==> config.mk <==
export PLATFORM = sky130hd
export DESIGN_NAME = line_clear_ctrl_flat
export DESIGN_NICKNAME = d
export VERILOG_FILES = /design/src/rtl/line_clear_ctrl_if.sv /design/src/rtl/line_clear_ctrl.sv /design/src/flat_wrapper.sv
export SDC_FILE = /design/constraint.sdc
export NUM_CORES = 1
export LEC_CHECK = 0
export BUFFER_PORTS_ARGS = -buffer_cell sky130_fd_sc_hd__buf_2
export CORE_ASPECT_RATIO = 1.2
export CORE_MARGIN = 10
export CORE_UTILIZATION = 45
export CTS_BUF_LIST = sky130_fd_sc_hd__clkbuf_8
export CTS_CLUSTER_DIAMETER = 100
export CTS_CLUSTER_SIZE = 40
export DETAILED_ROUTE_END_ITERATION = 8
export PLACE_DENSITY = 0.78
export SYNTH_ARGS = -nofsm -noshare
export SYNTH_HDL_FRONTEND = slang
export SYNTH_SLANG_ARGS = --single-unit
==> constraint.sdc <==
create_clock -name clk -period 20.9 [get_ports clk]
set_input_delay 3.135 -clock clk [delete_from_list [all_inputs] [get_ports clk]]
set_output_delay 3.135 -clock clk [all_outputs]
set_load 0.01 [all_outputs]
==> src/rtl/line_clear_ctrl_if.sv <==
// Request/result bundle between the game FSM (master) and line_clear_ctrl (slave).
// start is a single-cycle pulse taken only while busy = 0; results are valid after done falls.
interface line_clear_ctrl_if #(
  parameter int ROWS = 22,
  parameter int COLS = 10
);
  logic                       start;
  logic [ROWS-1:0][COLS-1:0]  grid_i;
  logic                       busy;
  logic                       done;
  logic [ROWS-1:0][COLS-1:0]  grid_o;
  logic [4:0]                 lines_o;

  modport master (
    output start, grid_i,
    input  busy, done, grid_o, lines_o
  );

  modport slave (
    input  start, grid_i,
    output busy, done, grid_o, lines_o
  );
endinterface

==> src/rtl/line_clear_ctrl.sv <==
// Bottom-up row-clear sequencer for the stored playfield; collapses full rows one per SHIFT.
// Optional running score port enabled by `LINE_CLEAR_SCORE_EN.
module line_clear_ctrl #(
  parameter int ROWS = 22,
  parameter int COLS = 10
) (
  input  logic                  clk,
  input  logic                  reset,
  line_clear_ctrl_if.slave      bus,
`ifdef LINE_CLEAR_SCORE_EN
  output logic [15:0]           score_o,
`endif
  output logic [1:0]            dbg_state
);

  typedef enum logic [1:0] {
    IDLE  = 2'd0,
    SCAN  = 2'd1,
    SHIFT = 2'd2,
    DONE  = 2'd3
  } state_t;

  localparam logic [4:0] LAST_ROW = 5'(ROWS - 1);

  state_t                    state;
  logic [ROWS-1:0][COLS-1:0] work;
  logic [4:0]                row;
  logic [4:0]                cnt;
  logic                      row_full;

  assign row_full  = &work[row];
  assign dbg_state = state;

`ifdef LINE_CLEAR_SCORE_EN
  logic [3:0]  points;
  logic [16:0] score_sum;

  always_comb begin
    points = 4'd0;
    case (cnt)
      5'd0:    points = 4'd0;
      5'd1:    points = 4'd1;
      5'd2:    points = 4'd3;
      5'd3:    points = 4'd5;
      default: points = 4'd8;
    endcase
    score_sum = {1'b0, score_o} + 17'(points);
  end
`endif

  always_ff @(posedge clk or posedge reset) begin
    if (reset) begin
      state       <= IDLE;
      work        <= '0;
      row         <= '0;
      cnt         <= '0;
      bus.busy    <= 1'b0;
      bus.done    <= 1'b0;
      bus.grid_o  <= '0;
      bus.lines_o <= '0;
`ifdef LINE_CLEAR_SCORE_EN
      score_o     <= '0;
`endif
    end else begin
      bus.done <= 1'b0;
      case (state)
        IDLE: begin
          if (bus.start) begin
            work     <= bus.grid_i;
            row      <= LAST_ROW;
            cnt      <= '0;
            bus.busy <= 1'b1;
            state    <= SCAN;
          end
        end
        SCAN: begin
          if (row_full) begin
            state <= SHIFT;
          end else if (row == 5'd0) begin
            bus.done <= 1'b1;
            state    <= DONE;
          end else begin
            row <= row - 5'd1;
          end
        end
        SHIFT: begin
          // Row pointer stays put so the row that dropped in is rechecked.
          for (int r = 1; r < ROWS; r++) begin
            if (5'(r) <= row) work[r] <= work[r-1];
          end
          work[0] <= '0;
          cnt     <= cnt + 5'd1;
          state   <= SCAN;
        end
        DONE: begin
          bus.grid_o  <= work;
          bus.lines_o <= cnt;
          bus.busy    <= 1'b0;
`ifdef LINE_CLEAR_SCORE_EN
          score_o     <= score_sum[16] ? 16'hFFFF : score_sum[15:0];
`endif
          state       <= IDLE;
        end
        default: state <= IDLE;
      endcase
    end
  end

endmodule
==> src/flat_wrapper.sv <==
// flat-port wrapper written by rule: the top's interface ports become plain ports
module line_clear_ctrl_flat 
#(
  parameter int ROWS = 22,
  parameter int COLS = 10
)
  (clk, reset, dbg_state, bus_start, bus_grid_i, bus_busy, bus_done, bus_grid_o, bus_lines_o);
  line_clear_ctrl_if #(.ROWS(ROWS), .COLS(COLS)) bus_i ();
  input  logic clk;
  input  logic reset;
  output logic [1:0] dbg_state;
  input wire logic [$bits(bus_i.start)-1:0] bus_start;
  input wire logic [$bits(bus_i.grid_i)-1:0] bus_grid_i;
  output wire logic [$bits(bus_i.busy)-1:0] bus_busy;
  output wire logic [$bits(bus_i.done)-1:0] bus_done;
  output wire logic [$bits(bus_i.grid_o)-1:0] bus_grid_o;
  output wire logic [$bits(bus_i.lines_o)-1:0] bus_lines_o;
  assign bus_i.start = bus_start;
  assign bus_i.grid_i = bus_grid_i;
  assign bus_busy = bus_i.busy;
  assign bus_done = bus_i.done;
  assign bus_grid_o = bus_i.grid_o;
  assign bus_lines_o = bus_i.lines_o;
  line_clear_ctrl #(.ROWS(ROWS), .COLS(COLS)) u_core (.clk(clk), .reset(reset), .bus(bus_i), .dbg_state(dbg_state));
endmodule
# After elaboration in Yosys (flattened, before gate mapping)

Cells that the tools add are included.

Add/sub/neg operators: 2
$mul: 0
Div/mod/pow operators: 0
Order comparisons: 22
Equal/unequal tests: 28
Shift-type cells: 0
Multiplexer cells: 40
Bitwise operators: 0
Reductions and logical operators: 31

Operator list:

| operator            | number |
|---|---|
| $pmux 220 s2        | 1 |
| $mux 10             | 22 |
| $mux 220            | 1 |
| $reduce_and 3->1    | 21 |
| $bmux 10 s5         | 1 |
| $ne 2x1->1 const B  | 21 |
| $le 4x5->1 const A  | 8 |
| $le 5x5->1 const A  | 6 |
| $le 3x5->1 const A  | 4 |
| $mux 5              | 4 |
| $pmux 5 s2          | 2 |
| $le 2x5->1 const A  | 2 |
| $reduce_and 10->1   | 1 |
| $pmux 2 s4          | 1 |
| $lt 5x6->1 const B  | 1 |
| $mux 2              | 3 |
| $ne 2x2->1 const B  | 3 |
| $reduce_and 2->1    | 3 |
| $reduce_bool 2->1   | 3 |
| $add 5x1->5 const B | 1 |
| $le 1x5->1 const A  | 1 |
| $logic_not 5->1     | 1 |
| $sub 5x1->5 const B | 1 |
| $eq 2x2->1 const B  | 2 |
| other kinds (6)     | 9 |

Flip-flop bits (word level): 459
Bits in latches: 0
Bits in writable memories: 0
Bits in read-only memories: 0
Output and inout bits: 229
Logic and storage cells: 173
Memories kept: 0

# Depth between registers and ports, before layout

Gate-level depths: netlist of the first run.

Depth in word-level cells: 5
Mapped depth: 12
Depth with buffers taken out: 8

# Worst setup path after synthesis of the first run

OpenSTA, ideal clock, no wires.

Kind: input to register
Start point: input bus_start
End point: register u_core.work[20] in the netlist's numbering
Library setup time: 0.141 ns
Arrival time: 4.220 ns
Required time: 20.759 ns
Path slack: 16.539 ns
Stages on the path: 6
Buffers on the path: 1
Cell sequence: and2_0 -> nor3_1 -> a21oi_1 -> clkbuf_1 -> nor2_1 -> a31oi_1

Word-level cells in the longest chain between the ends: 2

RTL lines:

| item                              | line                  | source |
|---|---|---|
| from (decl)                       | flat_wrapper.sv:12    | `input wire logic [$bits(bus_i.start)-1:0] bus_start;` |
| $ne 2x2->1 (no source line)       | --                    |  |
| $reduce_and 3->1 (no source line) | --                    |  |
| to (signal assigned)              | line_clear_ctrl.sv:69 | `work <= bus.grid_i;` |
| to (signal, indexed assignment)   | line_clear_ctrl.sv:89 | `if (5'(r) <= row) work[r] <= work[r-1];` |
| to (decl)                         | line_clear_ctrl.sv:26 | `logic [ROWS-1:0][COLS-1:0] work;` |

No other way between the ends.
A chain may end at the register's enable or synchronous reset.

==> results of run 1 <==
[through the flow]
| stage | power, uW | hold slack (ns) | setup WS [ns] | area [um2] | util (%) |
|---|---|---|---|---|---|
| 2_1_floorplan | 2610 | 0.487 | 4.97 | 21000 | - |
| 3_3_place_gp | 3210 | 0.458 | 15.16 | 23600 | 51.2 |
| 3_5_place_dp | 3280 | 0.473 | 15.05 | 23600 | 51.2 |
| 4_1_cts | 3630 | 0.529 | 15.81 | 23900 | 51.9 |
| 5_1_grt | 3840 | 0.544 | 15.51 | 23900 | 51.9 |
| 6_report | 3630 | 0.526 | 15.93 | 23900 | 51.9 |
[cells in the mapped netlist, drive strengths merged (2+ instances only)]
master and instances:
o22ai 39, mux2i 89, nor2 216, nor4 3, a22o 11, o211ai 7, o31ai 2, xor2 2
mux4 8, ha 6, or3 3, nand2 424, dfrtp 459, o311ai 4, nand3 5, inv 7
buf 26, mux2 238, a21oi 17, nand4 3, a31oi 203, nor2b 8, a22oi 5, clkbuf 124
a21o 6, nor3 6, o21ai 43, nand2b 5, a221oi 6
[report_power, final]
part | total, uW | switching (uW) | internal [uW]
logic | 1490 | 805 | 687
registers | 1780 | 471 | 1310
clock network | 360 | 277 | 83.2
[area by class of cell]
| type | count | area (um2) |
|---|---|---|
| fill | 4133 | 22200 |
| sequential | 459 | 11500 |
| multi-input combinational | 1368 | 8800 |
| timing repair buffer | 479 | 2470 |
| tap | 616 | 771 |
| clock buffer | 17 | 234 |
| clock inverter | 8 | 86.3 |
| inverter | 7 | 33.8 |
| antenna | 1 | 2.50 |
[kinds of logic (layout without fill, tap and decap cells)]
| kind of cell | Yosys count | in the layout | synth area share (%) |
|---|---|---|---|
| AO/OA/AOI/OAI | 348 | 348 | 10.5 |
| XOR/XNOR | 2 | 2 | 0.0834 |
| adder cells (fa/ha/maj) | 6 | 6 | 0.357 |
| buffers and inverters | 157 | 511 | 3.71 |
| flip-flops | 459 | 459 | 54.7 |
| multiplexers | 335 | 335 | 18.0 |
| other | 0 | 1 | 0 |
| AND/OR/NAND/NOR | 677 | 677 | 12.7 |
[tightest hold or removal path, cell delays in order (launching register included)]
cell and delay [ns]:
dfrtp_1 0.40, nand2_1 0.06, nand2_1 0.06
[worst paths after layout]
check / endpoint / slack (ns) / cells past startpoint
max in group clk: dbg_state[1] / 16.08 / 1
min: u_core.bus.busy$_DFFE_PP0P_ / 0.53 / 2
min reg2reg: u_core.bus.busy$_DFFE_PP0P_ / 0.53 / 2
min in group asynchronous: u_core.bus.grid_o[205]$_DFFE_PP0P_ / 2.60 / 2
max reg2reg: u_core.row[4]$_DFFE_PP0P_ / 17.07 / 9
max: u_core.bus.grid_o[66]$_DFFE_PP0P_ / 15.93 / 4
[flip-flops by register name, summed over array words and instances, names as in the netlist]
signal and flops:
u_core.bus.done 1, u_core.dbg_state 2, u_core.bus.lines_o 5, u_core.cnt 5, u_core.bus.busy 1, u_core.row 5, u_core.work 220, u_core.bus.grid_o 220
[routing by layer]
| layer | track usage [%] | up-vias | part of all wire [%] |
|---|---|---|---|
| li1 | - | 7606 | - |
| met1 | 30.1 | 8377 | 39 |
| met2 | 40.1 | 866 | 48 |
| met3 | 4.53 | 179 | 7.7 |
| met4 | 12.3 | 4 | 5.5 |
| met5 | 0 | - | 0.038 |
==> results.ini, run 1 <==
[synth]
netlist_instances=1984
synth_edf_count=0
synth_area_um2=21000
synth-seq-cells=459
synth.distinct_cells=56
yosysWarnings=0
yosysSeqAreaShare_pct=54.7
synth_top_area_cell=dfrtp_1
avgSynthCellArea_um2=10.6
syn_nets=2213
synth_ff_type=dfrtp_1
async_reset_ff_share_pct=100
netlist_top_cells_area=dfrtp_1 (55%), mux2_2 (13%), nand2_1 (7.6%)
synth_top_area_share_pct=54.7

[floorplan]
num_rows=86
initial_utilization_pct=45.6
pin_count=452
coreArea_um2=46100
fp.dieH_um=257
chipWidth_um=217
dieArea_um2=55800

[sta]
grt_setup_unrepaired=no
fin_setup_tns_ns=0
slew_violations=0
finalCritPeriodShare_pct=23.8
setup_viol=0
skew_ns=0.0786
fin_crit_ns=4.97
hold_viol=0
max-slew-margin-rel_pct=20.0
max_freq_mhz=201
tightestPinTransition_ns=1.20

[clock_network]
post-cts-setup-buffers=0
cts_buffer_depth=3
cts_buffers=16
clock_sinks=459
cts.reportedPaths.clkPinSlew_ns=0.22
clock_latency_ns=0.67
cts_hold_buf=0
cts_tree=built
h-tree-depth=1
cts_root_buffer=clkbuf_8
cts-resized-gates=0

[flow_run]
maxCapViolations=0

[cells_and_area]
fin_cells=2955
area_growth_pct=13.7
layout_commonest_cell=dfrtp_1
final_cell_mix=dfrtp_1 (457), buf_2 (451), nand2_1 (422), mux2_2 (238), nor2_1 (214)
final_nets=2560
drive_above_1_share_pct=32.8

[outcome]
status=complete, no violations

[place]
place_congestion=0.937
port_buffers=451
dp.cells=2929
place_hpwl_um=52700

[power_and_ir_drop]
p_leak_uw=0.0113
p_per_area_nw_per_um2=152
ir_drop_mv=0.0845

[critical_path]
critPathCaptureType=asynchronous set/reset pin
cp.buffers_inverters=4
crit_family=buffers and inverters
crit_fanout=118
cp_common_cell=buf_4
max_stage_delay_ns=0.88
critPathArrivalTime_ns=5.68
cp_cell_sequence=buf_2, inv_8, buf_4, buf_4
critPathLaunch=reset
critPathSlowestCell=buf_4
crit_type=input port to asynchronous set/reset pin
startpoint_type=input port
r2r_start=u_core.row[0]$_DFFE_PP0P_
critPathRequiredTime_ns=21.60

[global_route]
grt-ovfl-total=0
grtUsageTotal_pct=24.4
grt_max_degree=119
antenna_found_initial=3
grt_pass1_wl_um=106000
grt_pass1_vias=17200

[detailed_routing]
vias_per_cell=5.76
drc=0
drt_wl_total_um=70600
wl_per_cell_um=23.9
num_vias=17000
drtIter0Drc=1645
ant_nets=0
first_pass_iters=6

[min_path]
hp-start=u_core.bus.busy$_DFFE_PP0P_
holdCritPathClass=flop to flop

No activity file was read; power rests on OpenSTA's default activity.
==> run 2: changes to the inputs <==
--- a/config.mk
+++ b/config.mk
@@ -5,6 +5,7 @@
 export SDC_FILE = /design/constraint.sdc
 export NUM_CORES = 1
 export LEC_CHECK = 0
+export ABC_AREA = 1
 export BUFFER_PORTS_ARGS = -buffer_cell sky130_fd_sc_hd__buf_2
 export CORE_ASPECT_RATIO = 1.2
 export CORE_MARGIN = 10
@@ -13,7 +14,7 @@
 export CTS_CLUSTER_DIAMETER = 100
 export CTS_CLUSTER_SIZE = 40
 export DETAILED_ROUTE_END_ITERATION = 8
-export PLACE_DENSITY = 0.78
+export PLACE_DENSITY = 0.81
 export SYNTH_ARGS = -nofsm -noshare
 export SYNTH_HDL_FRONTEND = slang
 export SYNTH_SLANG_ARGS = --single-unit
==> constraint.sdc (replaced) <==
create_clock -name clk -period 4.54 [get_ports clk]
set_input_delay 0.681 -clock clk [delete_from_list [all_inputs] [get_ports clk]]
set_output_delay 0.681 -clock clk [all_outputs]
set_load 0.01 [all_outputs]
==> run 2 against run 1 <==
Against the previous run:
- synthesized cell count grew 25%
- non-clock buffer count grew 8
- count of clock-buffer cells in the layout shrank 2
- sequential cell count is the same
- total power grew to 4.4 times the previous value
- global-route usage grew 0.68 points
- largest power group is now combinational cells
- die area is essentially flat
==> results.ini, run 2 <==
[synth]
yosys.area_share.simple_pct=15.4
synth_compound_area_share_pct=21.4
muxShareOfSynthArea_pct=0
synth_edf_count=0
post_synth_xor_area_fraction_pct=0.0417
yosys.cell_count.top_type=nand2_1
async_reset_ff_share_pct=100
netlist_top_cells_area=dfrtp_1 (55%), nand2_1 (12%), o21ai_0 (11%)
synth_area_um2=21000
synth_top_area_share_pct=54.7
synth.distinct_cells=28
synth-seq-cells=459
yosysWarnings=0
synth.cells.most_frequent=nand2_1 (693), o21ai_0 (462), dfrtp_1 (459)
synth_top_family_by_area=compound AO/OA/AOI/OAI gates
synth_top_area_cell=dfrtp_1
avgSynthCellArea_um2=8.46
yosysSeqAreaShare_pct=54.7
syn_nets=2713
synth_adder_area_share_pct=0.357
synth_ff_type=dfrtp_1
netlist_instances=2484

[floorplan]
pin_count=452
num_rows=86
fp.dieH_um=257
chipWidth_um=217
coreArea_um2=46100
dieArea_um2=55800
initial_utilization_pct=45.6

[critical_path]
critPathCaptureType=flop
r2r_slack_ns=1.34
startpoint_type=flop
crit_fanout=238
critPathRequiredTime_ns=5.09
critPathArrivalTime_ns=3.75
crit_type=flop to flop

[detailed_routing]
wl_per_cell_um=21.2
drt_wl_total_um=72800
num_vias=18900
vias_per_cell=5.49
first_pass_iters=6
drc=0
ant_nets=0
drtIter0Drc=2141

[sta]
skew_ns=0.0558
max-slew-margin-rel_pct=9.25
slew_violations=0
tightestPinTransition_ns=1.36
fin_crit_ns=3.20
setup_viol=0
max_freq_mhz=312
grt_setup_unrepaired=no
finalCritPeriodShare_pct=70.5
hold_viol=0

[place]
port_buffers=451
place_congestion=0.899
place_hpwl_um=54400
dp.cells=3404

[power_and_ir_drop]
p_leak_uw=0.0116
total_power_uw=15800
ir_drop_mv=0.397
p_per_area_nw_per_um2=659

[outcome]
status=complete, no violations

[global_route]
antenna_found_initial=11
grtUsageTotal_pct=25.1
grt_pass1_vias=18300
grt_pass1_wl_um=110000
grt-ovfl-total=0
grt_max_degree=239

[cells_and_area]
area_growth_pct=14.1
fin_cells=3433
layout_commonest_cell=nand2_1
final_nets=3034
drive_above_1_share_pct=18.7
fin_util_pct=52.1
largestRegisters=u_core.bus.grid_o: 220 flops, u_core.work: 220 flops
final_cell_mix=nand2_1 (692), o21ai_0 (460), dfrtp_1 (458), buf_2 (451), o211ai_1 (264)

[clock_network]
cts.reportedPaths.clkPinSlew_ns=0.25
post-cts-setup-buffers=0
clock_sinks=459
clock_latency_ns=0.69
cts_hold_buf=0
cts_tree=built
cts_root_buffer=clkbuf_8
cts_buffers=15
cts-resized-gates=0
h-tree-depth=1
cts_buffer_depth=3

[flow_run]
maxCapViolations=0

[min_path]
holdCritPathClass=input port to asynchronous set/reset pin

run 2: metal layers:
layer | global-route usage, % | vias to the layer above | wire [um]
li1 | - | 8886 | -
met1 | 31.9 | 9083 | 29500
met2 | 40.8 | 749 | 35100
met3 | 4.72 | 137 | 5280
met4 | 11.0 | 4 | 2900
met5 | 0 | - | 27
run 2: report_power, final:
part           internal, uW  switching [uW]
registers              5890             888
logic                  2260            5190
clock network           323            1240
total                  8480            7330
run 2: cell type report:
cell class              instances  area [um2]
clock buffers                  15         206
inverters                     253         953
fillers                      4434       22100
flip-flops and latches        459       11500
multi-input cells            1589        7840
well taps                     616         771
repair buffers                487        2650
clock inverters                 5        38.8
diodes                          9        22.5
run 2: cell families after synthesis:
kind of cell | after synthesis
adder cells (fa/ha/maj) | 6
AO/OA/AOI/OAI | 760
XOR/XNOR | 1
flip-flops | 459
AND/OR/NAND/NOR | 822
buffers and inverters | 436
run 2: per-stage QoR:
| step | hold slack [ns] | TNS, ns | area [um2] | worst slack, ns |
|---|---|---|---|---|
| 6_report | 0.151 | 0 | 24000 | 1.34 |
| 5_1_grt | 0.162 | 0 | 24000 | 1.14 |
| 4_1_cts | 0.129 | 0 | 24000 | 1.46 |
| 3_5_place_dp | 0.467 | 0 | 23700 | 1.41 |
| 3_3_place_gp | 0.460 | 0 | 23700 | 1.49 |
| 2_1_floorplan | 0.506 | -1079.57 | 21000 | -2.35 |
run 2: worst paths after layout:
check,from,endpoint,cells past startpoint
worst max register to register,u_core.dbg_state[1]$_DFFE_PP0P_,u_core.work[64]$_DFFE_PP0P_,7
worst max-delay path,u_core.dbg_state[1]$_DFFE_PP0P_,u_core.work[64]$_DFFE_PP0P_,7
worst min-delay path,reset,u_core.bus.grid_o[49]$_DFFE_PP0P_,2
worst min register to register,u_core.bus.grid_o[72]$_DFFE_PP0P_,u_core.bus.grid_o[72]$_DFFE_PP0P_,2
max in group asynchronous,reset,u_core.work[172]$_DFFE_PP0P_,3
min in group clk,bus_grid_i[9],u_core.work[9]$_DFFE_PP0P_,3
run 2: worst max-delay path: stages (launching register included):
cell and delay [ns]:
dfrtp_1 0.56, inv_1 0.14, nor2_4 0.13, buf_4 0.67, buf_12 0.51, nand2_1 0.19
o211ai_1 0.16, o21ai_0 0.15
==> run 3: changes to the inputs <==
--- a/config.mk
+++ b/config.mk
@@ -5,7 +5,7 @@
 export SDC_FILE = /design/constraint.sdc
 export NUM_CORES = 1
 export LEC_CHECK = 0
-export ABC_AREA = 1
+export ABC_AREA = 0
 export BUFFER_PORTS_ARGS = -buffer_cell sky130_fd_sc_hd__buf_2
 export CORE_ASPECT_RATIO = 1.2
 export CORE_MARGIN = 10
@@ -14,7 +14,7 @@
 export CTS_CLUSTER_DIAMETER = 100
 export CTS_CLUSTER_SIZE = 40
 export DETAILED_ROUTE_END_ITERATION = 8
-export PLACE_DENSITY = 0.81
+export PLACE_DENSITY = 0.78
 export SYNTH_ARGS = -nofsm -noshare
 export SYNTH_HDL_FRONTEND = slang
 export SYNTH_SLANG_ARGS = --single-unit
==> constraint.sdc (replaced) <==
create_clock -name clk -period 3.04 [get_ports clk]
set_input_delay 0.456 -clock clk [delete_from_list [all_inputs] [get_ports clk]]
set_output_delay 0.456 -clock clk [all_outputs]
set_load 0.01 [all_outputs]
==> run 3 against run 2 <==
Against the previous run:
- total power rose by 59%
- count of clock-buffer cells in the layout rose by 1
- wire length rose by 1.0%
- global-route usage rose by 0.41 points
- combinational power rose by 37%
- via count fell by 7.8%
- die area barely moved
- critical path type unchanged
- worst hold slack got worse by 0.13 ns
==> results.ini, run 3 (synthesis results as in run 1) <==
[sta]
tightestPinTransition_ns=1.02
slew_violations=0
fin_setup_tns_ns=0
max-slew-margin-rel_pct=31.9
hold_viol=0
max_freq_mhz=367
setup_viol=0
finalCritPeriodShare_pct=89.7
grt_setup_unrepaired=no
skew_ns=0.0292
setup_slack_ns=0.315
fin_crit_ns=2.73

[power_and_ir_drop]
p_leak_uw=0.0115
p_clk_share_pct=9.2
power_switching_share_pct=42.9
share_comb_of_total_power_pct=40.5
p_switching_uw=10800
power_frac_seq_pct=50.3
ir_drop_mv=0.588
p_int_uw=14300
p_per_area_nw_per_um2=1030

[cells_and_area]
drive_above_1_share_pct=33.3
final_nets=2598
area_growth_pct=15.6
fillCellCount=4145
fin_cells=2991
largestRegisters=u_core.bus.grid_o: 220 flops, u_core.work: 220 flops
layout_commonest_cell=dfrtp_1
stdcell_area_um2=24300
final_cell_mix=dfrtp_1 (457), buf_2 (451), nand2_1 (422), mux2_2 (238), nor2_1 (214)

[critical_path]
startpoint_type=flop
critPathCaptureType=flop
max_stage_delay_ns=0.74
cp_common_cell=mux2i_1
critPathArrivalTime_ns=3.31
crit_type=flop to flop
critPathSlowestCell=dfrtp_4
crit_fanout=33
critPathRequiredTime_ns=3.62
cp_cell_sequence=buf_12, mux2i_1, o22ai_1, o21ai_0, o311ai_0, nand4_1, nor3_4, nor4_1, mux2i_1

[place]
place_hpwl_um=55800
port_buffers=451
pre_cts_ws_ns=0.401
dp.cells=2958
place_congestion=0.899
placedInstanceArea_um2=23900

[floorplan]
coreArea_um2=46100
initial_utilization_pct=45.6
num_rows=86
pin_count=452
dieArea_um2=55800
chipWidth_um=217
fp.dieH_um=257

[global_route]
grt_max_degree=125
antenna_found_initial=3
grtUsageTotal_pct=25.5
grt_pass1_vias=17500
grt-ovfl-total=0
grt_pass1_wl_um=111000

[clock_network]
cts_root_buffer=clkbuf_8
clock_sinks=459
cts_buffers=15
cts_tree=built
cts-resized-gates=0
cts_buffer_depth=3
h-tree-depth=1
cts.reportedPaths.clkPinSlew_ns=0.24
post-cts-setup-buffers=0
clock_latency_ns=0.64

[detailed_routing]
first_pass_iters=9
vias_per_cell=5.81
wl_per_cell_um=24.6
drc=0
drtIter0Drc=1646
ant_nets=0
num_vias=17400
drt_wl_total_um=73600

[min_path]
holdCritPathClass=input port to flop

[flow_run]
maxCapViolations=0

[outcome]
status=complete, no violations

[run 3: cell types whose count changed in the layout (fill, tap and decap cells not counted), moves of 19 or more]
cell      previous run  this run
mux2_2               0       238
buf_4               26        45
mux2i_1              0        89
nand2_1            692       422
inv_1              249         6
nand3_1             91         5
nor2_1              22       214
a31oi_1              5       201
o211ai_1           264         7
o22ai_1              3        39
o21ai_0            460        37
[run 3: timing repair]
item / CTS / global route
hold buffers: 10 / 0
endpoints found under the setup margin: 0 / 0
endpoints found under the hold margin: 17 / 0
[run 3: path summary, 6_finish.rpt]
| path | from | slack (ns) | to | cells past startpoint |
|---|---|---|---|---|
| worst max-delay path | u_core.row[0]$_DFFE_PP0P_ | 0.31 | u_core.row[3]$_DFFE_PP0P_ | 9 |
| worst min-delay path | bus_grid_i[108] | 0.02 | u_core.work[108]$_DFFE_PP0P_ | 3 |
| worst max register to register | u_core.row[0]$_DFFE_PP0P_ | 0.31 | u_core.row[3]$_DFFE_PP0P_ | 9 |
| worst min register to register | u_core.bus.lines_o[2]$_DFFE_PP0P_ | 0.53 | u_core.bus.lines_o[2]$_DFFE_PP0P_ | 1 |
| max in group asynchronous | reset | 1.82 | u_core.bus.grid_o[56]$_DFFE_PP0P_ | 5 |
| min in group asynchronous | reset | 0.32 | u_core.bus.grid_o[160]$_DFFE_PP0P_ | 3 |
[run 3: power groups by stage]
stage	clock network (uW)	registers, uW	logic [uW]
5_1_grt	2550	12900	11100
3_5_place_dp	0	12700	10200
3_3_place_gp	0	12600	9860
2_1_floorplan	0	11600	6350
6_report	2320	12600	10200
4_1_cts	2370	12500	10200
[run 3: area by class of cell]
cell class | instances | area [um2] | share of cell area [%]
antenna | 2 | 5.00 | 0.0206
clock buffer | 16 | 220 | 0.907
clock inverter | 5 | 31.3 | 0.129
inverter | 7 | 30.0 | 0.124
multi-input combinational | 1368 | 8800 | 36.2
sequential | 459 | 11500 | 47.3
tap | 616 | 771 | 3.17
timing repair buffer | 518 | 2940 | 12.1
[run 3: metrics by stage]
stage	total power (uW)	util, %	hold slack, ns
after floorplan	17900	-	0.487
after global placement	22500	52.0	0.464
after detailed placement	22900	52.0	0.460
after CTS	25100	52.7	0.000636
after global routing	26500	52.7	0.00580
final	25100	52.7	0.0228
[run 3: metal layers]
metal	GRT usage (%)	wire, um	vias to the layer above
li1	-	-	7685
met1	32.5	28700	8674
met2	41.7	35500	858
met3	4.65	6120	162
met4	10.8	3260	2
met5	0	9	-
[run 3: critical path: cells and delay by family, from the launching register on]
kind | cells | cell delay (ns)
muxes | 2 | 0.50
and+or+nand+nor | 3 | 0.53
DFF | 1 | 0.74
buffers and inverters | 1 | 0.31
AOI/OAI and AO/OA | 3 | 0.58
